--- src/rtl/mips_pkg.sv ---
// Shared ID-stage definitions: opcodes, control-bundle layout and the
// combinational opcode decoder.
package mips_pkg;

    localparam int CTRL_W = 14;

    // Opcodes (instr[31:26])
    localparam logic [5:0] OP_RTYPE = 6'h00;
    localparam logic [5:0] OP_J     = 6'h02;
    localparam logic [5:0] OP_JAL   = 6'h03;
    localparam logic [5:0] OP_BEQ   = 6'h04;
    localparam logic [5:0] OP_BNE   = 6'h05;
    localparam logic [5:0] OP_ADDI  = 6'h08;
    localparam logic [5:0] OP_SLTI  = 6'h0A;
    localparam logic [5:0] OP_ANDI  = 6'h0C;
    localparam logic [5:0] OP_ORI   = 6'h0D;
    localparam logic [5:0] OP_LUI   = 6'h0F;
    localparam logic [5:0] OP_LW    = 6'h23;
    localparam logic [5:0] OP_SW    = 6'h2B;

    // Control bundle bit offsets; bit 13 is reserved and always 0
    localparam int CTRL_REGDST    = 0;
    localparam int CTRL_ALUSRC    = 1;
    localparam int CTRL_MEMREAD   = 2;
    localparam int CTRL_WBI_LO    = 3;
    localparam int CTRL_WBI_HI    = 4;
    localparam int CTRL_MEMWRITE  = 5;
    localparam int CTRL_ISEQ      = 6;
    localparam int CTRL_ISNOTCOND = 7;
    localparam int CTRL_ISJUMP    = 8;
    localparam int CTRL_ALUOP_LO  = 9;
    localparam int CTRL_ALUOP_HI  = 12;

    // ALU operation codes; ALU_FUNCT defers to the R-type funct field
    localparam logic [3:0] ALU_ADD   = 4'h0;
    localparam logic [3:0] ALU_SUB   = 4'h1;
    localparam logic [3:0] ALU_AND   = 4'h2;
    localparam logic [3:0] ALU_OR    = 4'h3;
    localparam logic [3:0] ALU_SLT   = 4'h4;
    localparam logic [3:0] ALU_LUI   = 4'h5;
    localparam logic [3:0] ALU_FUNCT = 4'hF;

    // Write-back source select
    localparam logic [1:0] WB_NONE = 2'b00;
    localparam logic [1:0] WB_ALU  = 2'b01;
    localparam logic [1:0] WB_MEM  = 2'b10;
    localparam logic [1:0] WB_LINK = 2'b11;

    // Opcode -> control bundle; unknown opcodes decode to an all-zero bundle
    function automatic logic [CTRL_W-1:0] decodeCtrl(input logic [5:0] opcode);
        logic [CTRL_W-1:0] ctrl;
        logic [3:0]        aluOp;
        logic [1:0]        wbi;
        logic              isJump, isNotCond, isEq, memWrite, memRead, aluSrc, regDst;
        aluOp     = ALU_ADD;
        wbi       = WB_NONE;
        isJump    = 1'b0;
        isNotCond = 1'b0;
        isEq      = 1'b0;
        memWrite  = 1'b0;
        memRead   = 1'b0;
        aluSrc    = 1'b0;
        regDst    = 1'b0;
        case (opcode)
            OP_RTYPE: begin aluOp = ALU_FUNCT; wbi = WB_ALU; regDst = 1'b1; end
            OP_LW:    begin wbi = WB_MEM; memRead = 1'b1; aluSrc = 1'b1; end
            OP_SW:    begin memWrite = 1'b1; aluSrc = 1'b1; end
            OP_BEQ:   begin aluOp = ALU_SUB; isEq = 1'b1; end
            OP_BNE:   begin aluOp = ALU_SUB; end
            OP_J:     begin isJump = 1'b1; isNotCond = 1'b1; end
            OP_JAL:   begin isJump = 1'b1; isNotCond = 1'b1; wbi = WB_LINK; end
            OP_ADDI:  begin aluOp = ALU_ADD; aluSrc = 1'b1; wbi = WB_ALU; end
            OP_SLTI:  begin aluOp = ALU_SLT; aluSrc = 1'b1; wbi = WB_ALU; end
            OP_ANDI:  begin aluOp = ALU_AND; aluSrc = 1'b1; wbi = WB_ALU; end
            OP_ORI:   begin aluOp = ALU_OR;  aluSrc = 1'b1; wbi = WB_ALU; end
            OP_LUI:   begin aluOp = ALU_LUI; aluSrc = 1'b1; wbi = WB_ALU; end
            default:  begin aluOp = ALU_ADD; end
        endcase
        ctrl = '0;
        ctrl[CTRL_ALUOP_HI:CTRL_ALUOP_LO] = aluOp;
        ctrl[CTRL_ISJUMP]                 = isJump;
        ctrl[CTRL_ISNOTCOND]              = isNotCond;
        ctrl[CTRL_ISEQ]                   = isEq;
        ctrl[CTRL_MEMWRITE]               = memWrite;
        ctrl[CTRL_WBI_HI:CTRL_WBI_LO]     = wbi;
        ctrl[CTRL_MEMREAD]                = memRead;
        ctrl[CTRL_ALUSRC]                 = aluSrc;
        ctrl[CTRL_REGDST]                 = regDst;
        return ctrl;
    endfunction

endpackage

--- src/rtl/regfile_bypass.sv ---
// Two-read / one-write register file. r0 reads as zero and ignores writes;
// a same-cycle write to a read address is forwarded to the read port.
module regfile_bypass #(
    parameter int DATA_W = 32,
    parameter int NREG   = 32
) (
    input  logic                    clock,
    input  logic                    reset,
    input  logic                    wbWe,
    input  logic [$clog2(NREG)-1:0] wbAddr,
    input  logic [DATA_W-1:0]       wbData,
    input  logic [$clog2(NREG)-1:0] raddrA,
    input  logic [$clog2(NREG)-1:0] raddrB,
    output logic [DATA_W-1:0]       rdataA,
    output logic [DATA_W-1:0]       rdataB
);

    logic [DATA_W-1:0] regs [NREG];

    // Storage: reset clears every entry and wins over a concurrent write
    always_ff @(posedge clock) begin
        if (reset) begin
            for (int i = 0; i < NREG; i++) begin
                regs[i] <= '0;
            end
        end else if (wbWe && (wbAddr != '0)) begin
            regs[wbAddr] <= wbData;
        end
    end

    // Read port A with write-first forwarding
    always_comb begin
        rdataA = '0;
        if (raddrA == '0) begin
            rdataA = '0;
        end else if (wbWe && (wbAddr == raddrA)) begin
            rdataA = wbData;
        end else begin
            rdataA = regs[raddrA];
        end
    end

    // Read port B with write-first forwarding
    always_comb begin
        rdataB = '0;
        if (raddrB == '0) begin
            rdataB = '0;
        end else if (wbWe && (wbAddr == raddrB)) begin
            rdataB = wbData;
        end else begin
            rdataB = regs[raddrB];
        end
    end

endmodule

--- src/rtl/stage_id_hz.sv ---
// Instruction-decode stage with ID/EX pipeline register, load-use hazard
// detection (one bubble per hazard) and a saturating bubble counter.
module stage_id_hz
    import mips_pkg::*;
#(
    parameter int DATA_W = 32,
    parameter int NREG   = 32,
    parameter int PC_W   = 32,
    parameter int CNT_W  = 16
) (
    input  logic                    clock,
    input  logic                    reset,
    input  logic [31:0]             instr,
    input  logic [PC_W-1:0]         pc_id,
    input  logic                    valid_in,
    input  logic                    stall_in,
    input  logic                    flush,
    input  logic                    wb_we,
    input  logic [$clog2(NREG)-1:0] wb_addr,
    input  logic [DATA_W-1:0]       wb_data,
    output logic                    valid_ex,
    output logic [PC_W-1:0]         pc_ex,
    output logic [CTRL_W-1:0]       ctrl_ex,
    output logic [DATA_W-1:0]       rs_data,
    output logic [DATA_W-1:0]       rt_data,
    output logic [DATA_W-1:0]       imm_ex,
    output logic [$clog2(NREG)-1:0] rs_ex,
    output logic [$clog2(NREG)-1:0] rt_ex,
    output logic [$clog2(NREG)-1:0] rd_ex,
    output logic                    stall_if,
    output logic [CNT_W-1:0]        bubble_cnt
);

    localparam int AW = $clog2(NREG);

    logic [AW-1:0]     rsAddr, rtAddr, rdAddr;
    logic [DATA_W-1:0] rsRead, rtRead, immExt;
    logic [CTRL_W-1:0] decCtrl;
    logic              hazard;

    logic              validNext;
    logic [PC_W-1:0]   pcNext;
    logic [CTRL_W-1:0] ctrlNext;
    logic [DATA_W-1:0] rsDataNext, rtDataNext, immNext;
    logic [AW-1:0]     rsNext, rtNext, rdNext;
    logic [CNT_W-1:0]  bubbleNext;

    assign rsAddr  = instr[21 +: AW];
    assign rtAddr  = instr[16 +: AW];
    assign rdAddr  = instr[11 +: AW];
    assign immExt  = {{(DATA_W-16){instr[15]}}, instr[15:0]};
    assign decCtrl = decodeCtrl(instr[31:26]);

    regfile_bypass #(
        .DATA_W (DATA_W),
        .NREG   (NREG)
    ) uRegfile (
        .clock  (clock),
        .reset  (reset),
        .wbWe   (wb_we),
        .wbAddr (wb_addr),
        .wbData (wb_data),
        .raddrA (rsAddr),
        .raddrB (rtAddr),
        .rdataA (rsRead),
        .rdataB (rtRead)
    );

    // Load-use detection against the load currently in EX; feeds the IF hold
    always_comb begin
        hazard = 1'b0;
        if (valid_ex && ctrl_ex[CTRL_MEMREAD] && (rt_ex != '0) && valid_in &&
            ((rt_ex == rsAddr) || (rt_ex == rtAddr))) begin
            hazard = 1'b1;
        end else begin
            hazard = 1'b0;
        end
        stall_if = hazard || stall_in;
    end

    // ID/EX next values: flush > stall_in (hold) > hazard (bubble) > load
    always_comb begin
        validNext  = valid_ex;
        pcNext     = pc_ex;
        ctrlNext   = ctrl_ex;
        rsDataNext = rs_data;
        rtDataNext = rt_data;
        immNext    = imm_ex;
        rsNext     = rs_ex;
        rtNext     = rt_ex;
        rdNext     = rd_ex;
        bubbleNext = bubble_cnt;
        if (flush) begin
            validNext = 1'b0;
            ctrlNext  = '0;
            pcNext    = '0;
        end else if (stall_in) begin
            validNext = valid_ex;
        end else if (hazard) begin
            validNext = 1'b0;
            ctrlNext  = '0;
            if (bubble_cnt != '1) begin
                bubbleNext = bubble_cnt + CNT_W'(1);
            end else begin
                bubbleNext = bubble_cnt;
            end
        end else begin
            validNext  = valid_in;
            pcNext     = pc_id;
            ctrlNext   = valid_in ? decCtrl : '0;
            rsDataNext = rsRead;
            rtDataNext = rtRead;
            immNext    = immExt;
            rsNext     = rsAddr;
            rtNext     = rtAddr;
            rdNext     = rdAddr;
        end
    end

    // ID/EX pipeline register and bubble counter
    always_ff @(posedge clock) begin
        if (reset) begin
            valid_ex   <= 1'b0;
            pc_ex      <= '0;
            ctrl_ex    <= '0;
            rs_data    <= '0;
            rt_data    <= '0;
            imm_ex     <= '0;
            rs_ex      <= '0;
            rt_ex      <= '0;
            rd_ex      <= '0;
            bubble_cnt <= '0;
        end else begin
            valid_ex   <= validNext;
            pc_ex      <= pcNext;
            ctrl_ex    <= ctrlNext;
            rs_data    <= rsDataNext;
            rt_data    <= rtDataNext;
            imm_ex     <= immNext;
            rs_ex      <= rsNext;
            rt_ex      <= rtNext;
            rd_ex      <= rdNext;
            bubble_cnt <= bubbleNext;
        end
    end

endmodule

--- config.mk ---
export PLATFORM = sky130hd
export DESIGN_NAME = stage_id_hz
export DESIGN_NICKNAME = d
export VERILOG_FILES = /design/src/rtl/mips_pkg.sv /design/src/rtl/regfile_bypass.sv /design/src/rtl/stage_id_hz.sv
export SDC_FILE = /design/constraint.sdc
export NUM_CORES = 2
export LEC_CHECK = 0
export BUFFER_PORTS_ARGS = -buffer_cell sky130_fd_sc_hd__buf_2
export CAP_MARGIN = 20
export CORE_MARGIN = 2
export CORE_UTILIZATION = 56
export DETAILED_ROUTE_END_ITERATION = 12
export MAX_ROUTING_LAYER = met4
export PLACE_DENSITY = 0.83
export SYNTH_ARGS = -nofsm -noshare
export SYNTH_HDL_FRONTEND = slang
export SYNTH_SLANG_ARGS = --single-unit
--- constraint.sdc ---
create_clock -name clock -period 2.5 [get_ports clock]
set_clock_uncertainty 0.05 [all_clocks]
set_input_delay 0.5 -clock clock [delete_from_list [all_inputs] [get_ports clock]]
set_output_delay 0.5 -clock clock [all_outputs]
set_load 0.02 [all_outputs]
==> flow_metrics.py <==
metrics = {
    "timing": {
        "setup_viol": 1,
        "relSlewSlack_pct": 37.2,
        "tightest_slew_ns": 0.942,
        "fmax_mhz": 366,
        "fin_crit_sh_pct": 109,
        "rsz0062_at_grt": "true",
        "fin_crit_ns": 2.73,
        "slew_viol_final": 0,
        "setup_ws_ns": -0.235,
        "final-hold-violation-count": 0,
    },
    "logic_synthesis": {
        "synth.cell_area_mm2": 0.0609,
        "ys_top_cells_by_area": "edfxtp_1, mux4_2, and2_1, dfxtp_1, mux2i_1",
        "synth_xor_area_share_pct": 0.403,
        "synth_edf_count": 1024,
        "ys_types": 60,
        "synth_top_family_by_area": "multiplexers",
        "synth.avg_cell_area_um2": 14.8,
        "synth_top_area_share_pct": 50.5,
        "yosys.area_share.simple_pct": 14.0,
        "netlist_instances": 4107,
        "synth_top_area_cell": "edfxtp_1",
        "synthArstFlopShare_pct": 0,
        "synthMuxAreaShare_pct": 23.6,
        "synth_fa_ha_area_share_pct": 0.0206,
        "synth-compound-area-share_pct": 3.12,
        "synth_ff_type": "edfxtp_1",
        "seq_area_frac_synth_pct": 55.4,
        "ys_ff_latch": 1174,
        "yosysWarningCount": 0,
    },
    "status": {
        "outcome": "finished with violations",
        "violations": "setup timing",
    },
    "worst_setup_path": {
        "cp-end-kind": "output port",
        "slowest_stage": "dfxtp_4",
        "crit_chain": "xnor2_4 > buf_6 > nand3_4 > o22ai_4 > buf_12 > a21oi_4 > inv_2 > buf_6",
        "slowest_delay_ns": 0.46,
        "cp_common_cell": "buf_6",
        "critPathArrivalTime_ns": 2.18,
        "crit_buf_inv": 4,
        "r2r_end": "rs_data[21]",
        "critPathTopFamily": "buffers and inverters",
        "cp-start-kind": "flop",
        "r2r_slack_ns": 0,
        "critical_path_required_ns": 1.95,
        "startpoint": "rt_ex[0]",
        "cp_max_fo": 3,
        "rr_startpoint": "rt_ex[0]",
        "ff2ff_path_depth": 11,
        "worstSetupPathType": "flop to output port",
    },
    "clock_network": {
        "clock_sinks": 1174,
        "insertion_delay_ns": 0.73,
        "htree_levels": 3,
        "clk_path_buf_depth": 3,
        "numCtsBuffers": 116,
        "clk_root_buffer_cell": "clkbuf_16",
        "clkTransAtPathRegs_ns": 0.07,
        "cts_tree": "done",
    },
    "power": {
        "peakVddDrop_mv": 0.628,
        "p_leak_nw": 25.9,
        "p_per_area_mw_per_mm2": 663,
    },
    "hold_path": {
        "hp-class": "input port to flop",
        "hold_depth": 3,
        "holdPathEnd": "pc_ex[19]",
        "hp-start": "pc_id[19]",
    },
    "placed_design": {
        "dp.cells": 5767,
        "gp_congestion": 0.975,
        "io_buffers": 280,
        "hpwl_um": 129000,
        "place_area_mm2": 0.0671,
    },
    "route": {
        "drc": 0,
        "dr.pass1.iters": 6,
        "viasPerCell": 7.13,
        "ant_nets": 0,
        "wire_per_inst_um": 33.4,
        "drt_iter0_markers": 7269,
        "num_vias": 43100,
        "drt-total-wl_um": 202000,
    },
    "run": {
        "drv_cap": 0,
    },
    "final_layout": {
        "regArea_mm2": 0.0338,
        "final_layout_size_suffix_gt1_share_pct": 32.1,
        "multi_input_area_mm2": 0.0255,
        "fillers": 6779,
        "fin_area_mm2": 0.0717,
        "syn_to_final_growth_pct": 17.7,
        "stdcell_count": 6049,
        "nets": 4639,
    },
    "floorplanning": {
        "core_area_mm2": 0.108,
        "dieArea_mm2": 0.111,
        "die_w_um": 334,
        "rows": 120,
        "die_h_um": 334,
        "ioPinCount": 282,
        "start_util_pct": 56.6,
    },
    "global_routing": {
        "grt_max_degree": 64,
        "first_global_vias": 43300,
        "grt.overflow.total": 0,
        "grt_antenna_before_repair": 14,
        "grt_usage_pct": 37.1,
        "grt_first_pass_wirelength_um": 289000,
    },
}
[worst max path at each step]
| stage | endpoint | slack, ns | cells past startpoint |
|---|---|---|---|
| after floorplan | rs_data[8] | 0.02 | 9 |
| after CTS | stall_if | -0.22 | 8 |
| after global placement | rs_data[25] | -0.30 | 9 |
| after global routing | stall_if | -0.26 | 8 |
| final | stall_if | -0.23 | 8 |
| after detailed placement | rs_data[23] | -0.41 | 9 |
[power breakdown]
part,total [mW],leakage [nW],internal [mW],switching (mW)
sequential,23.0,11.0,22.3,0.645
combinational,6.22,13.1,2.85,3.37
clock,18.3,1.91,10.4,7.86
[what timing repair did]
action                                  4_1_cts  5_1_grt
buffers inserted                              3        3
hold buffers                                 42        0
pin swaps                                     3        5
gates cloned                                  0        1
endpoints found under the setup margin       74       19
endpoints found under the hold margin        42        0
resized for setup                            19        3
[sequential cells by signal (all words and copies together), names as in the netlist]
| signal | count |
|---|---|
| valid_ex | 1 |
| bubble_cnt | 16 |
| rt_ex | 5 |
| rs_ex | 5 |
| imm_ex | 16 |
| rs_data | 32 |
| pc_ex | 32 |
| uRegfile.regs | 1024 |
| rt_data | 32 |
| ctrl_ex | 11 |
[tightest hold or removal path: stages]
cell and delay, ns:
buf_2 0.10, nand2_1 0.08, a21oi_1 0.07
[synthesized netlist by cell type, types with 13 or more instances]
master / count
a21oi_1: 138
a311o_1: 31
and2_1: 993
buf_1: 29
buf_2: 95
buf_4: 31
clkbuf_1: 289
dfxtp_1: 150
edfxtp_1: 1024
mux2i_1: 130
mux4_1: 48
mux4_2: 522
nand2_1: 136
nand3_1: 49
nand3b_1: 41
nor2_1: 61
nor3_1: 38
nor3b_1: 35
o211ai_1: 32
o22ai_1: 64
or2_2: 34
xnor2_1: 13
xor2_1: 15
[layout by cell type, fill, tap and decap left out, types with 15 or more instances in the layout]
cell type / count
edfxtp_1: 1024
and2_1: 993
mux4_2: 522
buf_4: 273
buf_2: 272
dfxtp_1: 149
nand2_1: 136
a21oi_1: 134
buf_12: 134
mux2i_1: 130
clkbuf_16: 122
o22ai_1: 63
mux4_1: 48
nand3_1: 46
dlygate4sd3_1: 42
nand3b_1: 41
nor3b_1: 35
or2_2: 34
nor3_1: 34
conb_1: 33
o211ai_1: 32
a311o_1: 31
nor2_1: 30
nor2_4: 22
clkinv_1: 21
clkinv_2: 20
clkbuf_1: 18
xor2_1: 15
[per-stage QoR]
step	power [mW]	hold slack [ns]	utilization, %	setup WS, ns	TNS, ns
floorplan	26.6	0.483	-	0.0194	0
global placement	29.0	0.389	62.4	-0.295	-14.56
detailed placement	29.2	0.394	62.4	-0.408	-19.19
CTS	47.1	0.00534	66.6	-0.220	-0.220
global route	48.3	0.0622	66.6	-0.256	-0.354
finish	47.5	0.0298	66.7	-0.235	-0.235
[cell type report]
type | instances | share of cell area [%]
well taps | 1403 | 2.45
repair buffers | 734 | 9.34
inverters | 6 | 0.0314
diodes | 13 | 0.0454
multi-input cells | 2499 | 35.5
flip-flops and latches | 1174 | 47.1
clock buffers | 146 | 4.44
clock inverters | 74 | 1.05
[logic make-up (layout without fill, tap and decap cells)]
family / count (synthesis) / in the layout
flip-flops: 1174 / 1174
adder cells (fa/ha/maj): 1 / 1
AO/OA/AOI/OAI: 299 / 299
multiplexers: 704 / 704
AND/OR/NAND/NOR: 1434 / 1434
buffers and inverters: 466 / 960
XOR/XNOR: 28 / 28
other: 1 / 46
[layer usage]
metal	wire length (um)	share of wire, %	up-vias	GRT usage (%)
li1	-	-	16600	-
met1	63300	31	21300	43.4
met2	92600	46	4127	55.7
met3	31900	16	1076	13.2
met4	14500	7.2	0	21.6
met5	0	0	-	-
Note: power is estimated with default switching activity, not from simulation.
